## src/rtl/mux_rr_arbiter_pkg.sv

```systemverilog
// Shared constants and state encoding for the round-robin mux arbiter.
package mux_rr_arbiter_pkg;

    localparam int N_REQ        = 8;
    localparam int SEL_W        = 4;
    localparam int IDX_W        = 3;
    localparam int HOLD_MAX_DEF = 8;
    localparam int HOLD_W       = 4;

    typedef enum logic {
        IDLE = 1'b0,
        BUSY = 1'b1
    } state_t;

    function automatic logic [N_REQ-1:0] idx_to_onehot(input logic [IDX_W-1:0] idx);
        return N_REQ'(1) << idx;
    endfunction

endpackage

```

## src/rtl/mux_rr_arbiter_rr_pick8.sv

```systemverilog
// Rotating-priority pick: first set mask bit at or above ptr, wrapping 7->0.
module rr_pick8
    import mux_rr_arbiter_pkg::*;
(
    input  logic [N_REQ-1:0] mask,
    input  logic [IDX_W-1:0] ptr,
    output logic [IDX_W-1:0] index,
    output logic             found
);

    logic [IDX_W-1:0] cand;

    // Scan from the farthest offset down so the nearest hit is written last.
    always_comb begin
        index = '0;
        found = 1'b0;
        cand  = '0;
        for (int i = N_REQ - 1; i >= 0; i--) begin
            cand = ptr + IDX_W'(i);
            if (mask[cand]) begin
                index = cand;
                found = 1'b1;
            end
        end
    end

endmodule

```

## src/rtl/mux_rr_arbiter.sv

```systemverilog
// Round-robin owner arbiter for an 8:1 mux with bounded hold time per owner.
//
// state | meaning
// IDLE  | no owner, grant=0, valid=0, S holds last select
// BUSY  | one owner, grant one-hot, S = owner index
module mux_rr_arbiter
    import mux_rr_arbiter_pkg::*;
#(
    parameter int HOLD_MAX = HOLD_MAX_DEF
) (
    input  logic             clk_sys,
    input  logic             rst,
    input  logic [N_REQ-1:0] req,
    output logic [N_REQ-1:0] grant,
    output logic [SEL_W-1:0] S,
    output logic             valid
);

    localparam logic [HOLD_W-1:0] HOLD_LAST = HOLD_W'(HOLD_MAX - 1);

    state_t            state;
    logic [IDX_W-1:0]  ptr;
    logic [HOLD_W-1:0] hold_cnt;
    logic [N_REQ-1:0]  others;
    logic [IDX_W-1:0]  pick;
    logic              pick_found;
    logic              owner_req;
    logic              keep;

    // grant is zero in IDLE, so one mask serves both the idle pick and the
    // handover pick that must skip the current owner.
    assign others    = req & ~grant;
    assign owner_req = |(req & grant);
    assign keep      = owner_req && ((hold_cnt < HOLD_LAST) || (others == '0));

    rr_pick8 u_pick (
        .mask  (others),
        .ptr   (ptr),
        .index (pick),
        .found (pick_found)
    );

    always_ff @(posedge clk_sys) begin
        if (rst) begin
            state    <= IDLE;
            grant    <= '0;
            S        <= '0;
            valid    <= 1'b0;
            ptr      <= '0;
            hold_cnt <= '0;
        end else begin
            case (state)
                IDLE: begin
                    if (pick_found) begin
                        state    <= BUSY;
                        grant    <= idx_to_onehot(pick);
                        S        <= {1'b0, pick};
                        valid    <= 1'b1;
                        ptr      <= pick + IDX_W'(1);
                        hold_cnt <= '0;
                    end else begin
                        grant <= '0;
                        valid <= 1'b0;
                    end
                end
                BUSY: begin
                    if (keep) begin
                        if (hold_cnt != HOLD_LAST) begin
                            hold_cnt <= hold_cnt + HOLD_W'(1);
                        end
                    end else if (pick_found) begin
                        grant    <= idx_to_onehot(pick);
                        S        <= {1'b0, pick};
                        valid    <= 1'b1;
                        ptr      <= pick + IDX_W'(1);
                        hold_cnt <= '0;
                    end else begin
                        state <= IDLE;
                        grant <= '0;
                        valid <= 1'b0;
                    end
                end
                default: begin
                    state <= IDLE;
                    grant <= '0;
                    valid <= 1'b0;
                end
            endcase
        end
    end

endmodule

```

## config.mk

```make
export PLATFORM = sky130hd
export DESIGN_NAME = mux_rr_arbiter
export DESIGN_NICKNAME = d
export VERILOG_FILES = /design/src/rtl/mux_rr_arbiter_pkg.sv /design/src/rtl/mux_rr_arbiter_rr_pick8.sv /design/src/rtl/mux_rr_arbiter.sv
export SDC_FILE = /design/constraint.sdc
export NUM_CORES = 1
export LEC_CHECK = 0
export ABC_AREA = 0
export CORE_MARGIN = 4
export CORE_UTILIZATION = 52
export CTS_CLUSTER_SIZE = 14
export DETAILED_ROUTE_END_ITERATION = 10
export PLACE_DENSITY_LB_ADDON = 0.08
export SKIP_CTS_REPAIR_TIMING = 1
export SYNTH_ARGS = -nofsm -noshare
export SYNTH_HDL_FRONTEND = slang
export SYNTH_SLANG_ARGS = --single-unit
```

## constraint.sdc

```tcl
create_clock -name clk_sys -period 3.24 [get_ports clk_sys]
set_input_delay 0.486 -clock clk_sys [delete_from_list [all_inputs] [get_ports clk_sys]]
set_output_delay 0.486 -clock clk_sys [all_outputs]
set_load 0.02 [all_outputs]
```

=== Word level (Yosys, flattened, before mapping) ===
Index checks and enable logic that the tools add are counted.

* Add/sub/neg operators: 9
* Order comparisons: 9
* Equal/unequal tests: 3
* Shift operators: 1
* Multiplexer cells: 50
* Bitwise logic cells: 4
* Reduce and logical (&&, ||, !) cells: 4

{| class="wikitable"
|+ Operators by type and width
! kind !! count
|-
| < comparator 3 x 4 -> 1 bit, second input constant || 8
|-
| two-way mux 3 bit || 10
|-
| binary-select mux 1 bit (select 3 bit) || 8
|-
| two-way mux 4 bit || 5
|-
| two-way mux 1 bit || 19
|-
| AND 8 bit || 2
|-
| two-way mux 8 bit || 2
|-
| one-hot mux 4 bit (2 select lines) || 2
|-
| one-hot mux 8 bit (2 select lines) || 1
|-
| adder 3 bit, second input constant || 4
|-
| zero test 8 bit || 1
|-
| NOT 8 bit || 1
|-
| OR reduction 8 bit || 1
|-
| << shifter 1 x 3 -> 8 bit, first input constant || 1
|-
| adder 3 x 1 -> 3 bit, second input constant || 2
|-
| adder 3 x 2 -> 3 bit, second input constant || 2
|-
| one-hot mux 3 bit (2 select lines) || 1
|-
| adder 4 x 1 -> 4 bit, second input constant || 1
|-
| < comparator 4 x 3 -> 1 bit, second input constant || 1
|-
| inequality test 4 x 3 -> 1 bit, second input constant || 1
|-
| one-hot mux 1 bit (2 select lines) || 2
|-
| inequality test 3 x 2 -> 1 bit, second input constant || 1
|-
| inequality test 2 bit, second input constant || 1
|-
| logical AND 1 bit || 1
|-
| other kinds (2) || 2
|}

* Bits in registers: 21
* Logic and storage cells: 86

=== Depth between registers and ports, before layout ===
* Word-level depth: 16
* Mapped depth: 15
* Gate-level depth less buffers: 13

=== Hierarchy ===
A second synthesis with hierarchy kept.

* Cell total of the unflattened synthesis: 223
* Area, all modules: 1996.9 µm²

{| class="wikitable"
|+ By module, submodules not included
! module !! instances !! cells each !! area an instance (µm²) !! seq. area each (µm²)
|-
| mux_rr_arbiter || 1 || 133 || 1214.9 || 400.4
|-
| rr_pick8 || 1 || 90 || 782.0 || 0.0
|}

=== Least setup slack after synthesis ===
Ideal clock, no wire load.

* Kind: register to register
* Start point: register ptr[1]
* End point: register grant[7]
* Arrival time: 3288 ps
* Required time: 3112 ps
* Path slack: -175 ps
* Cell stages (with the launch flop): 16
* Buffers on the path: 2
* Path through: dfxtp_1 > clkbuf_1 > clkinv_1 > ha_1 > buf_2 > nor4b_1 > or4_4 > mux2i_4 > o21ai_1 > a221o_1 > a21boi_2 > nor2_1 > ha_1 > and3_1 > a21oi_1 > nor2_1

* Word-level cells in the longest chain between the ends: 15
* Elaborated cells between the ends (all ways): 43

{| class="wikitable"
|+ RTL lines
! what !! line !! RTL
|-
| start, declared || mux_rr_arbiter.sv:22 || <nowiki>logic [IDX_W-1:0] ptr;</nowiki>
|-
| start signal, assigned || mux_rr_arbiter.sv:59 || <nowiki>ptr <= pick + IDX_W'(1);</nowiki>
|-
| start signal, assigned || mux_rr_arbiter.sv:75 || <nowiki>ptr <= pick + IDX_W'(1);</nowiki>
|-
| adder 3 bit || mux_rr_arbiter_rr_pick8.sv:19 || <nowiki>cand = ptr + IDX_W'(i);</nowiki>
|-
| binary-select mux 1 bit (select 3 bit) || mux_rr_arbiter_rr_pick8.sv:20 || <nowiki>if (mask[cand]) begin</nowiki>
|-
| two-way mux 1 bit (not written as such) || mux_rr_arbiter_rr_pick8.sv:20 ||
|-
| two-way mux 3 bit (8 in series) || mux_rr_arbiter_rr_pick8.sv:20 ||
|-
| << shifter 1 x 3 -> 8 bit || mux_rr_arbiter_pkg.sv:16 || <nowiki>return N_REQ'(1) << idx;</nowiki>
|-
| two-way mux 8 bit (*) || mux_rr_arbiter.sv:54, mux_rr_arbiter.sv:71 ||
|-
| two-way mux 8 bit || mux_rr_arbiter.sv:67 || <nowiki>if (keep) begin</nowiki>
|-
| one-hot mux 8 bit (2 select lines) (*) || mux_rr_arbiter.sv:52 || <nowiki>case (state)</nowiki>
|-
| end signal, assigned || mux_rr_arbiter.sv:56 || <nowiki>grant <= idx_to_onehot(pick);</nowiki>
|-
| end signal, assigned || mux_rr_arbiter.sv:72 || <nowiki>grant <= idx_to_onehot(pick);</nowiki>
|-
| end, declared || mux_rr_arbiter.sv:14 || <nowiki>output logic [N_REQ-1:0] grant,</nowiki>
|}

Every way passes the cells marked *; elsewhere a longest branch is shown, timed or not. The select of a mux whose other input is x is not followed.
A chain may end at the register's enable or synchronous reset.

=== Final worst setup path ===
* Start point: input req[5]
* End point: register grant[5]

* Word-level cells in the longest chain between the ends: 15
* Elaborated cells between the ends (all ways): 43

{| class="wikitable"
|+ RTL lines
! what !! line !! RTL
|-
| start, declared || mux_rr_arbiter.sv:13 || <nowiki>input logic [N_REQ-1:0] req,</nowiki>
|-
| AND 8 bit || mux_rr_arbiter.sv:32 || <nowiki>assign others = req & ~grant;</nowiki>
|-
| binary-select mux 1 bit (select 3 bit) || mux_rr_arbiter_rr_pick8.sv:20 ||
|-
| two-way mux 1 bit (not written as such) || mux_rr_arbiter_rr_pick8.sv:20 ||
|-
| two-way mux 3 bit (8 in series) || mux_rr_arbiter_rr_pick8.sv:20 ||
|-
| << shifter 1 x 3 -> 8 bit || mux_rr_arbiter_pkg.sv:16 ||
|-
| two-way mux 8 bit || mux_rr_arbiter.sv:54, mux_rr_arbiter.sv:71 ||
|-
| two-way mux 8 bit || mux_rr_arbiter.sv:67 ||
|-
| one-hot mux 8 bit (2 select lines) || mux_rr_arbiter.sv:52 ||
|}

Parallel ways exist; a longest one is shown, timed or not. The select of a mux whose other input is x is not followed.

==> results by group <==
STA
  • RSZ-0062 raised after global routing: false
  • Worst Slack Setup Final: 133 ps
  • Tmin final: 3110 ps
  • Slew Limit Fails: 0
  • Fmax: 322 MHz
  • Clock skew: 9.02 ps
  • Final period util: 0.959
  • Slew @ Worst Pin: 717 ps
  • Final Hold Viols: 0
  • Rel. slew slack: 0.520
  • Final Setup Violations: 0

Placed design
  • Dpl cells: 375
  • Gp weighted congestion: 0.962
  • # port buffers: 21
  • Pre-CTS setup slack: -115 ps
  • Post-DP HPWL: 5350 um

Yosys
  • Synthesized flop and latch total: 20
  • Number of synthesized flops with an enable pin: 0
  • Yosys cell types: 66
  • Primary FF master, synth: dfxtp_1
  • Yosys warning count: 0
  • Register area share after synthesis: 0.185
  • Cells after Synth: 271
  • Synthesized Nets: 285
  • Synth async-reset ratio: 0
  • Mapped cell area: 2170 um^2
  • Avg Cell Area, Syn: 7.99 um^2

Setup path
  • Arr. time, crit path: 3280 ps
  • CP endpoint kind: flip-flop
  • CP startpoint kind: input port
  • Critical path data required time: 3410 ps
  • CP Class: input port to flip-flop
  • Critical Path Fanout Max: 6

Layout
  • Util after Layout: 0.696
  • Fill cells: 338
  • Antenna Diode Count: 0
  • Commonest cells after routing, fill and taps aside: 48 x buf_4, 30 x nand2_1, 21 x clkdlybuf4s50_1, 20 x dfxtp_1, 20 x a21oi_1
  • Layout cell share with drive strength beyond 1: 0.221
  • Final Non-Filler Cells: 380
  • Most common cell after layout, fill and taps aside: buf_4
  • P&R area growth vs syn: 28.5%
  • Final nets: 345

Route
  • DRT iter0 DRCs: 169
  • 1st-pass router iterations: 4
  • DR vias: 2345
  • Final wirelength: 6630 um
  • Drt wl/cell: 17.5 um
  • Avg Vias per Cell: 6.17
  • Remaining DRCs: 0
  • Final ANT Viol Nets: 0

Floorplan
  • Core Rows: 23
  • I/O pin cnt: 23
  • DIE HEIGHT: 72.5 um
  • Die area: 5260 um^2
  • Chip Width: 72.5 um
  • Starting Density: 0.541
  • Area of the core: 4000 um^2

Power
  • Leakage dissipation: 0.00112 uW
  • Tot Pwr: 2980 uW
  • Pwr dens: 1070 nW/um^2
  • Maximum vdd drop: 0.741 mV

Global routing
  • GRT Total Usage: 0.270
  • Largest net degree at the start of global routing: 33
  • Vias in the first global route: 2368
  • First-pass GRT wire length: 11300 um
  • Total grt overflow: 0
  • Initial antenna violation count: 0

Worst hold path
  • Hold WC Path Type: flip-flop to flip-flop

CTS
  • Sink Count: 20
  • Skew-Pair Late Insertion Delay: 260 ps
  • H-tree lvl count: 1
  • Deepest clock path buffer count: 2
  • CTS tree: yes
  • Clock Pin Slew Worst Setup and Hold Paths: 70 ps
  • Root Driver: clkbuf_8
  • CTS Buf Count: 3

Run
  • Number of max-cap violations: 0

Status
  • Status: finished, final reports clean
critical path, stage by stage:
cell and delay [ps]:
clkdlybuf4s50_1 550, or3b_2 480, and2_0 180, mux4_2 510, o311ai_1 120, a31o_1 260
o2bb2ai_4 100, buf_4 160, or2_1 260, o31ai_2 170
where the power goes:
part	internal, uW	switching [uW]
clock	108	80.7
sequential	312	76.0
combinational	1140	1260
area by class of cell:
class / instances / area, um^2 / share of cell area
well taps: 50 / 62.6 / 0.0225
inverters: 9 / 35.0 / 0.0126
clock buffers: 4 / 55.1 / 0.0198
repair buffers: 69 / 571 / 0.205
multi-input cells: 228 / 1660 / 0.596
flip-flops and latches: 20 / 400 / 0.144
metal layers:
| metal | share of wire | up-vias | GRT usage |
|---|---|---|---|
| met3 | 0.043 | 17 | 0.0263 |
| met1 | 0.43 | 1108 | 0.337 |
| met4 | 0.027 | 0 | 0.111 |
| met5 | 0 | - | 0 |
| li1 | - | 1152 | - |
| met2 | 0.50 | 68 | 0.472 |
synthesized netlist by cell type (all sizes together) (3+ instances only):
cell type,n,area (um^2)
nor4b,3,26.3
o31ai,3,22.5
inv,8,30.0
o21a,3,22.5
nand2b,14,87.6
o21ai,8,40.0
nand3,7,35.0
and4b,3,30.0
ha,4,50.1
nor3,6,30.0
and2,7,43.8
nor2,18,67.6
mux4,7,158
mux2i,10,125
buf,7,50.1
or3b,5,43.8
nor3b,3,22.5
a21oi,20,100
nor4,4,25.0
o22ai,6,37.5
dfxtp,20,400
nand3b,6,45.0
o211ai,3,22.5
a31o,3,26.3
o41ai,4,42.6
clkbuf,7,26.3
nor4bb,5,50.1
a22oi,6,45.0
nand2,30,113
nor2b,7,43.8
cells by family after synthesis:
group           Yosys count  share of synthesized area
mux                      19                      0.141
compound gates           77                      0.261
fa+ha+maj                 4                     0.0231
other cells               1                    0.00173
buf+inv                  23                     0.0508
xor+xnor                  2                    0.00809
flops                    20                      0.185
simple gates            125                      0.330
stage by stage:
step / cell area [um^2] / TNS, ps / hold WS (ps)
floorplan: 2170 / 0 / 472
global placement: 2720 / -294 / 447
detailed placement: 2720 / -373 / 459
CTS: 2770 / 0 / 473
global route: 2780 / 0 / 493
finish: 2780 / 0 / 468
state kept, by name (all words and copies together), names as in the netlist:
register	flops
valid	1
grant	8
hold_cnt	4
state	1
ptr	3
S	3
final timing paths:
check	start	endpoint	slack, ps	cells after the start
hold / removal	valid	valid	470	1
hold reg to reg	valid	valid	470	1
setup / recovery	req[5]	grant[5]	130	10
setup reg to reg	ptr[1]	grant[7]	170	13
Note: power is estimated with default switching activity, not from simulation.
